$ cat config.mk
export PLATFORM = sky130hd
export DESIGN_NAME = fifo_fwft_sync
export DESIGN_NICKNAME = d
export VERILOG_FILES = /design/src/rtl/fifo_pkg.sv /design/src/rtl/fifo_ram.sv /design/src/rtl/fifo_fwft_sync.sv
export SDC_FILE = /design/constraint.sdc
export NUM_CORES = 1
export LEC_CHECK = 0
export ABC_AREA = 0
export BUFFER_PORTS_ARGS = -buffer_cell sky130_fd_sc_hd__buf_2
export CAP_MARGIN = 15
export CORE_MARGIN = 3
export CORE_UTILIZATION = 25
export CTS_CLUSTER_DIAMETER = 120
export DETAILED_ROUTE_END_ITERATION = 7
export GPL_TIMING_DRIVEN = 0
export HOLD_SLACK_MARGIN = 0.08
export SYNTH_ARGS = -nofsm -noshare
export SYNTH_HDL_FRONTEND = slang
export SYNTH_SLANG_ARGS = --single-unit
$ cat constraint.sdc
create_clock -name clk -period 3 [get_ports clk]
set_input_delay 0.45 -clock clk [delete_from_list [all_inputs] [get_ports clk]]
set_output_delay 0.45 -clock clk [all_outputs]
set_load 0.02 [all_outputs]
$ cat src/rtl/fifo_pkg.sv
// Shared helpers for the FWFT FIFO: width calculation and wrapping pointer increment.
package fifo_pkg;

  // Returns ceil(log2(n)). Called as clog2(DEPTH+1) to size a 0..DEPTH counter.
  function automatic int unsigned clog2(input int unsigned n);
    int unsigned r;
    int unsigned v;
    r = 0;
    v = (n > 0) ? n - 1 : 0;
    while (v > 0) begin
      r++;
      v = v >> 1;
    end
    return r;
  endfunction

  // Wrap explicitly at depth-1 so non-power-of-two depths work.
  function automatic int unsigned ptr_inc(input int unsigned p, input int unsigned depth);
    return (p == depth - 1) ? 0 : p + 1;
  endfunction

endpackage

$ cat src/rtl/fifo_ram.sv
// WIDTH x DEPTH storage: one write port, one asynchronous read port, no reset.
module fifo_ram
  import fifo_pkg::*;
#(
  parameter int unsigned DEPTH = 7,
  parameter int unsigned WIDTH = 8,
  localparam int unsigned AW = clog2(DEPTH)
) (
  input  logic             clk,
  input  logic             we,
  input  logic [AW-1:0]    waddr,
  input  logic [WIDTH-1:0] wdata,
  input  logic [AW-1:0]    raddr,
  output logic [WIDTH-1:0] rdata
);

  logic [WIDTH-1:0] mem [DEPTH];

  always_ff @(posedge clk) begin
    if (we) mem[waddr] <= wdata;
  end

  assign rdata = mem[raddr];

endmodule

$ cat src/rtl/fifo_fwft_sync.sv
// Circular-buffer FIFO with first-word-fall-through output, level flags,
// synchronous flush and sticky overflow/underflow flags.
module fifo_fwft_sync
  import fifo_pkg::*;
#(
  parameter int unsigned DEPTH      = 7,
  parameter int unsigned WIDTH      = 8,
  parameter int unsigned AFULL_LVL  = DEPTH - 1,
  parameter int unsigned AEMPTY_LVL = 1,
  localparam int unsigned CW = clog2(DEPTH + 1),
  localparam int unsigned PW = clog2(DEPTH)
) (
  input  logic             clk,
  input  logic             rstn,
  input  logic             flush,
  input  logic             push,
  input  logic [WIDTH-1:0] din,
  input  logic             pop,
  output logic [WIDTH-1:0] dout,
  output logic             empty,
  output logic             full,
  output logic             almost_empty,
  output logic             almost_full,
  output logic [CW-1:0]    count,
  output logic             overflow,
  output logic             underflow
);

  logic [PW-1:0]    wr_ptr, rd_ptr;
  logic [WIDTH-1:0] rdata;
  logic             push_ok, pop_ok;

  assign empty        = (count == '0);
  assign full         = (count == CW'(DEPTH));
  assign almost_empty = (32'(count) <= AEMPTY_LVL);
  assign almost_full  = (32'(count) >= AFULL_LVL);

  // A push into a full FIFO is fine when the head leaves in the same cycle.
  assign push_ok = push & (~full | pop);
  assign pop_ok  = pop & ~empty;

  fifo_ram #(.DEPTH(DEPTH), .WIDTH(WIDTH)) u_ram (
    .clk   (clk),
    .we    (push_ok & ~flush),
    .waddr (wr_ptr),
    .wdata (din),
    .raddr (rd_ptr),
    .rdata (rdata)
  );

  assign dout = empty ? '0 : rdata;

  always_ff @(posedge clk or negedge rstn) begin
    if (!rstn) begin
      wr_ptr    <= '0;
      rd_ptr    <= '0;
      count     <= '0;
      overflow  <= 1'b0;
      underflow <= 1'b0;
    end else if (flush) begin
      wr_ptr    <= '0;
      rd_ptr    <= '0;
      count     <= '0;
      overflow  <= 1'b0;
      underflow <= 1'b0;
    end else begin
      if (push_ok) wr_ptr <= PW'(ptr_inc(32'(wr_ptr), DEPTH));
      if (pop_ok)  rd_ptr <= PW'(ptr_inc(32'(rd_ptr), DEPTH));
      case ({push_ok, pop_ok})
        2'b10:   count <= count + 1'b1;
        2'b01:   count <= count - 1'b1;
        default: count <= count;
      endcase
      if (push & ~push_ok) overflow  <= 1'b1;
      if (pop & ~pop_ok)   underflow <= 1'b1;
    end
  end

endmodule

## Yosys cells after proc, flatten, opt, wreduce, memory -nomap -nowiden

Memory sizes are Yosys's and may differ from the RTL's.
Cells that the tools add are included.

- Bitwise operators: 11
- Multiplexer cells: 15
- Equality and inequality tests: 5
- Magnitude comparators: 2
- Reductions and logical operators: 6
- Add/subtract/negate cells: 4

Operators with widths:

| operator | count |
|---|---|
| 3-bit two-way mux | 7 |
| 3-bit by 1-bit adder with 3-bit output (second input constant) | 3 |
| 3-bit equality test (second input constant) | 3 |
| 8-bit two-way mux | 1 |
| 2-bit nonzero test | 4 |
| 1-bit two-way mux | 6 |
| 3-bit case mux with 2 select lines | 1 |
| 1-bit AND | 5 |
| 1-bit inverter | 5 |
| 3-bit greater-or-equal comparator (second input constant) | 1 |
| 3-bit by 1-bit less-or-equal comparator with 1-bit output (second input constant) | 1 |
| 3-bit logical NOT | 1 |
| 3-bit nonzero test | 1 |
| 3-bit by 1-bit subtractor with 3-bit output (second input constant) | 1 |
| 2-bit by 1-bit equality test with 1-bit output (second input constant) | 1 |
| 2-bit equality test (second input constant) | 1 |
| 1-bit bitwise OR | 1 |

- Word-level logic and storage cells: 49
- Input port bits: 13
- Memories: 1
- Bits in registers: 11
- Output and inout port bits: 17
- Bits in writable memories: 56

Memory list:

| name | words | width | read ports | clocked after memory_dff | write ports | RTL line | text |
|---|---|---|---|---|---|---|---|
| u_ram.mem | 7 | 8 | 1 | 0 | 1 | fifo_ram.sv:17 | `logic [WIDTH-1:0] mem [DEPTH];` |

## Logic depth before layout (Yosys ltp)

- Depth in word-level cells: 8
- Gate-level depth with buffers: 7
- Gate-level depth less buffers: 7

## Modules after synthesis

A second synthesis with hierarchy kept.

- Cell total of the unflattened synthesis: 214
- Area, all modules: 3,144.3 um^2

Modules (own cells, without submodules):

| module | area an instance (um^2) | instances | seq. area each (um^2) | cells an instance |
|---|---|---|---|---|
| fifo_ram | 2,358.5 | 1 | 1,681.6 | 125 |
| fifo_fwft_sync | 785.8 | 1 | 275.3 | 89 |

## Worst setup path before layout

OpenSTA, ideal clock, no wires.

- Path type: register to register
- From: register count[0]
- To: memory u_ram.mem[0][0], enable pin
- Cell stages (with the launch flop): 7
- Required time: 2,617 ps
- Path buffers: 0
- Setup slack: 356 ps
- Arrival time: 2,260 ps
- Path through: dfrtp_1 > ha_1 > ha_1 > or2b_2 > nand2_2 > or3_1 > nor3_1

- Word-level cells in the longest chain between the ends: 7

Ends and longest elaborated chain:

| what | RTL line | text |
|---|---|---|
| start, declared | fifo_fwft_sync.sv:24 | `output logic [CW-1:0] count,` |
| start signal, assigned | fifo_fwft_sync.sv:70 | `2'b10: count <= count + 1'b1;` |
| start signal, assigned | fifo_fwft_sync.sv:71 | `2'b01: count <= count - 1'b1;` |
| start signal, assigned | fifo_fwft_sync.sv:72 | `default: count <= count;` |
| 3-bit equality test | fifo_fwft_sync.sv:34 | `assign full = (count == CW'(DEPTH));` |
| named net full | fifo_fwft_sync.sv:21 | `output logic full,` |
| 1-bit inverter | fifo_fwft_sync.sv:39 | `assign push_ok = push & (~full \| pop);` |
| 1-bit bitwise OR | fifo_fwft_sync.sv:39 |  |
| 1-bit AND | fifo_fwft_sync.sv:39 |  |
| 1-bit AND | fifo_fwft_sync.sv:44 | `.we (push_ok & ~flush),` |
| 1-bit two-way mux | fifo_ram.sv:20 | `if (we) mem[waddr] <= wdata;` |
| 1-bit two-way mux (implied by the code) | fifo_ram.sv:20 |  |
| end, declared | fifo_ram.sv:17 |  |

The timed path passes the listed nets, and every way through them passes these cells.

## Worst setup path after layout

- From: register count[1]
- To: output dout[7]

- Word-level cells in the longest chain between the ends: 2

Ends and longest elaborated chain:

| what | RTL line | text |
|---|---|---|
| 3-bit logical NOT | fifo_fwft_sync.sv:33 | `assign empty = (count == '0);` |
| 8-bit two-way mux | fifo_fwft_sync.sv:51 | `assign dout = empty ? '0 : rdata;` |
| end, declared | fifo_fwft_sync.sv:19 | `output logic [WIDTH-1:0] dout,` |

Every way passes these cells.

==> impl_metrics.tcl <==
set metrics [dict create \
    outcome "finished clean" \
    skew_ns 0.00535 \
    cts_sinks 67 \
    routedWlPerCell_microns 15.7 \
    fin_crit_sh_pct 91.0 \
    clk_latency_ns 0.32 \
    antenna_left 0 \
    design_area_sq_um 3490 \
    drt_first_pass_iters 4 \
    synthesis.area_sq_um 2840 \
    via_per_inst 4.51 \
    gp_congestion 0.777 \
    dpl.cell_count 367 \
    maxCapViolations 0 \
    htreeDepth 3 \
    cp.arrival_ns 2.28 \
    chipHeight_microns 112 \
    dp_hpwl_microns 3950 \
    crit_fanout 8 \
    min_period_ns 2.73 \
    finalMaxSlewViolations 0 \
    path_clk_slew_ns 0.05 \
    slew_headroom_pct 38.6 \
    antenna_cells 0 \
    io_pins 30 \
    grt_pass1_vias 1732 \
    cts_tree "yes" \
    routed_wirelength_microns 6030 \
    antenna_found_initial 0 \
    finalNonFillerCells 384 \
    cp.required_ns 2.55 \
    placed_area_sq_um 3170 \
    hold_class "in -> reg" \
    yosys_warnings 0 \
    critPathCapture "dout[7]" \
    final_net_count 258 \
    holdWs_ns 0.332 \
    grt_pass1_wl_microns 9600 \
    end_kind "primary output" \
    rsz0062_at_grt "no" \
    die_x_microns 112 \
    areaGrowthSynthToFinish_pct 23.0 \
    max-vdd-ir-drop_mv 0.316 \
    fp.coreArea_sq_um 11000 \
    place_ws_ns 0.268 \
    setup_violations 0 \
    globalRouteOverflowTotal 0 \
    initial_core_util_pct 25.8 \
    synth_cell_types 30 \
    r2r.worst_path.cells 6 \
    cts_buffers 9 \
    drive_above_1_share_pct 25.0 \
    fmax_mhz 366 \
    netlist_instances 198 \
    grt_max_degree 12 \
    holdPathStages 2 \
    cp-start-kind "flop" \
    row_count 38 \
    synth_fp_nets 217 \
    r2r-start "count[1]" \
    setup_ws_ns 0.270 \
    clock_path_buffers 2 \
    synth_area_per_cell_sq_um 14.3 \
    reg2reg_setup_slack_ns 0.30 \
    critical_path.startpoint "count[1]" \
    timing.rr.end "u_ram.mem[2][1]" \
    die_area_sq_um 12700 \
    route.detailed.drc 0 \
    finalHoldViolations 0 \
    power.density_nw_per_um2 794 \
    cts_setup_buffers 0 \
    synth_seq_cells 67 \
    portBuffers 29 \
    tightest_slew_ns 0.917 \
    grtUsageTotal_pct 10.0 \
    leakage_nw 1.25 \
    yosysSeqAreaShare_pct 69.0 \
    drt-initial-drc-count 113 \
    vias 1733 \
    critPathKind "reg -> out" \
    root_buffer "clkbuf_16" \
]
[Yosys cell counts]
cell      instances  area (sq um)
a21oi_1          18          90.1
a221oi_1          1          8.76
a311oi_1          1          8.76
a31oi_1           2          12.5
buf_2             1          5.00
buf_4             3          22.5
clkbuf_1          3          11.3
dfrtp_1          11           275
edfxtp_1         56          1680
ha_1              6          75.1
inv_1             4          15.0
inv_2             2          7.51
mux2i_1           8          80.1
mux4_2            8           180
nand2_1          19          71.3
nand2_2           1          6.26
nand2b_1          2          12.5
nand3_1           1          5.00
nand3b_1          2          15.0
nand4_1           1          6.26
nand4b_1          2          17.5
nor2_1           20          75.1
nor3_1            6          30.0
o21a_1            2          15.0
o21ai_0           3          15.0
o21ai_1          10          50.1
or2b_2            1          8.76
or3_1             1          6.26
or3b_1            2          17.5
or4b_1            1          10.0
[layout by cell type (no fill, tap or decap), types with 2 or more instances in the layout]
master      n
inv_1       4
nor3_1      4
buf_2      30
o21ai_1    10
nand4b_1    2
nand2b_1    2
o21ai_0     3
inv_2       2
a21oi_1    18
ha_1        6
bufinv_16   2
dfrtp_1    11
a31oi_1     2
clkbuf_1    5
edfxtp_1   56
mux4_2      8
nand3b_1    2
nor3_2      2
o21a_1      2
nand2_1    19
mux2i_1     8
clkbuf_16   9
nor2_1     19
buf_4       3
or3b_1      2
[state kept, by name, indices dropped and copies added (netlist names)]
register and cells:
overflow 1, rd_ptr 3, count 3, wr_ptr 3, u_ram.mem 56, underflow 1
[stage by stage]
| stage | power (mW) | TNS (ns) | util, % |
|---|---|---|---|
| floorplan | 1.51 | 0 | - |
| global placement | 1.70 | -0.973 | 28.7 |
| detailed placement | 1.71 | 0 | 28.8 |
| CTS | 2.81 | 0 | 31.8 |
| global route | 2.90 | 0 | 31.8 |
| finish | 2.77 | 0 | 31.8 |
[power by group]
| part | internal (mW) | switching (mW) |
|---|---|---|
| Combinational | 0.218 | 0.389 |
| Clock | 0.724 | 0.359 |
| Sequential | 1.04 | 0.0365 |
| Total | 1.99 | 0.784 |
[worst min path at each step]
stage,end,startpoint
floorplan,count[0],rstn
global route,count[1],flush
CTS,count[1],flush
global placement,wr_ptr[0],rstn
detailed placement,wr_ptr[0],rstn
finish,count[1],flush
[critical path, cell delays in order (launching register included)]
cell	delay, ns
dfrtp_1	0.46
inv_1	0.15
ha_1	0.22
nand2b_1	0.19
inv_2	0.10
nor2_2	0.39
nand2_1	0.12
o21ai_1	0.12
buf_2	0.19
[layer usage]
| layer | up-vias | wire, microns | GRT usage, % |
|---|---|---|---|
| met4 | 0 | 65 | 4.09 |
| met3 | 5 | 258 | 2.80 |
| met5 | - | 0 | 0 |
| met1 | 860 | 2870 | 13.0 |
| met2 | 38 | 2840 | 15.9 |
| li1 | 830 | - | - |
[final cells by class]
class,instances,area (sq um)
fill,1063,7490
sequential,67,1960
multi-input combinational,118,830
clock buffer,11,233
tap,140,175
timing repair buffer,30,155
clock inverter,5,77.6
buffer,7,38.8
inverter,6,22.5
[what timing repair did]
| action | in CTS | in global routing |
|---|---|---|
| hold endpoints to repair | 11 | 0 |
| gates resized for setup | 1 | 0 |
| setup endpoints to repair | 1 | 0 |
| hold buffers | 1 | 0 |
[cell families (layout without fill, tap and decap cells)]
| family | after synthesis | after routing | synth area share (%) |
|---|---|---|---|
| multiplexers | 16 | 16 | 9.18 |
| flip-flops | 67 | 67 | 69.0 |
| adder cells (fa/ha/maj) | 6 | 6 | 2.65 |
| AND/OR/NAND/NOR | 59 | 59 | 9.93 |
| buffers and inverters | 13 | 59 | 2.16 |
| AO/OA/AOI/OAI | 37 | 37 | 7.06 |
No activity file was read; power rests on OpenSTA's default activity.
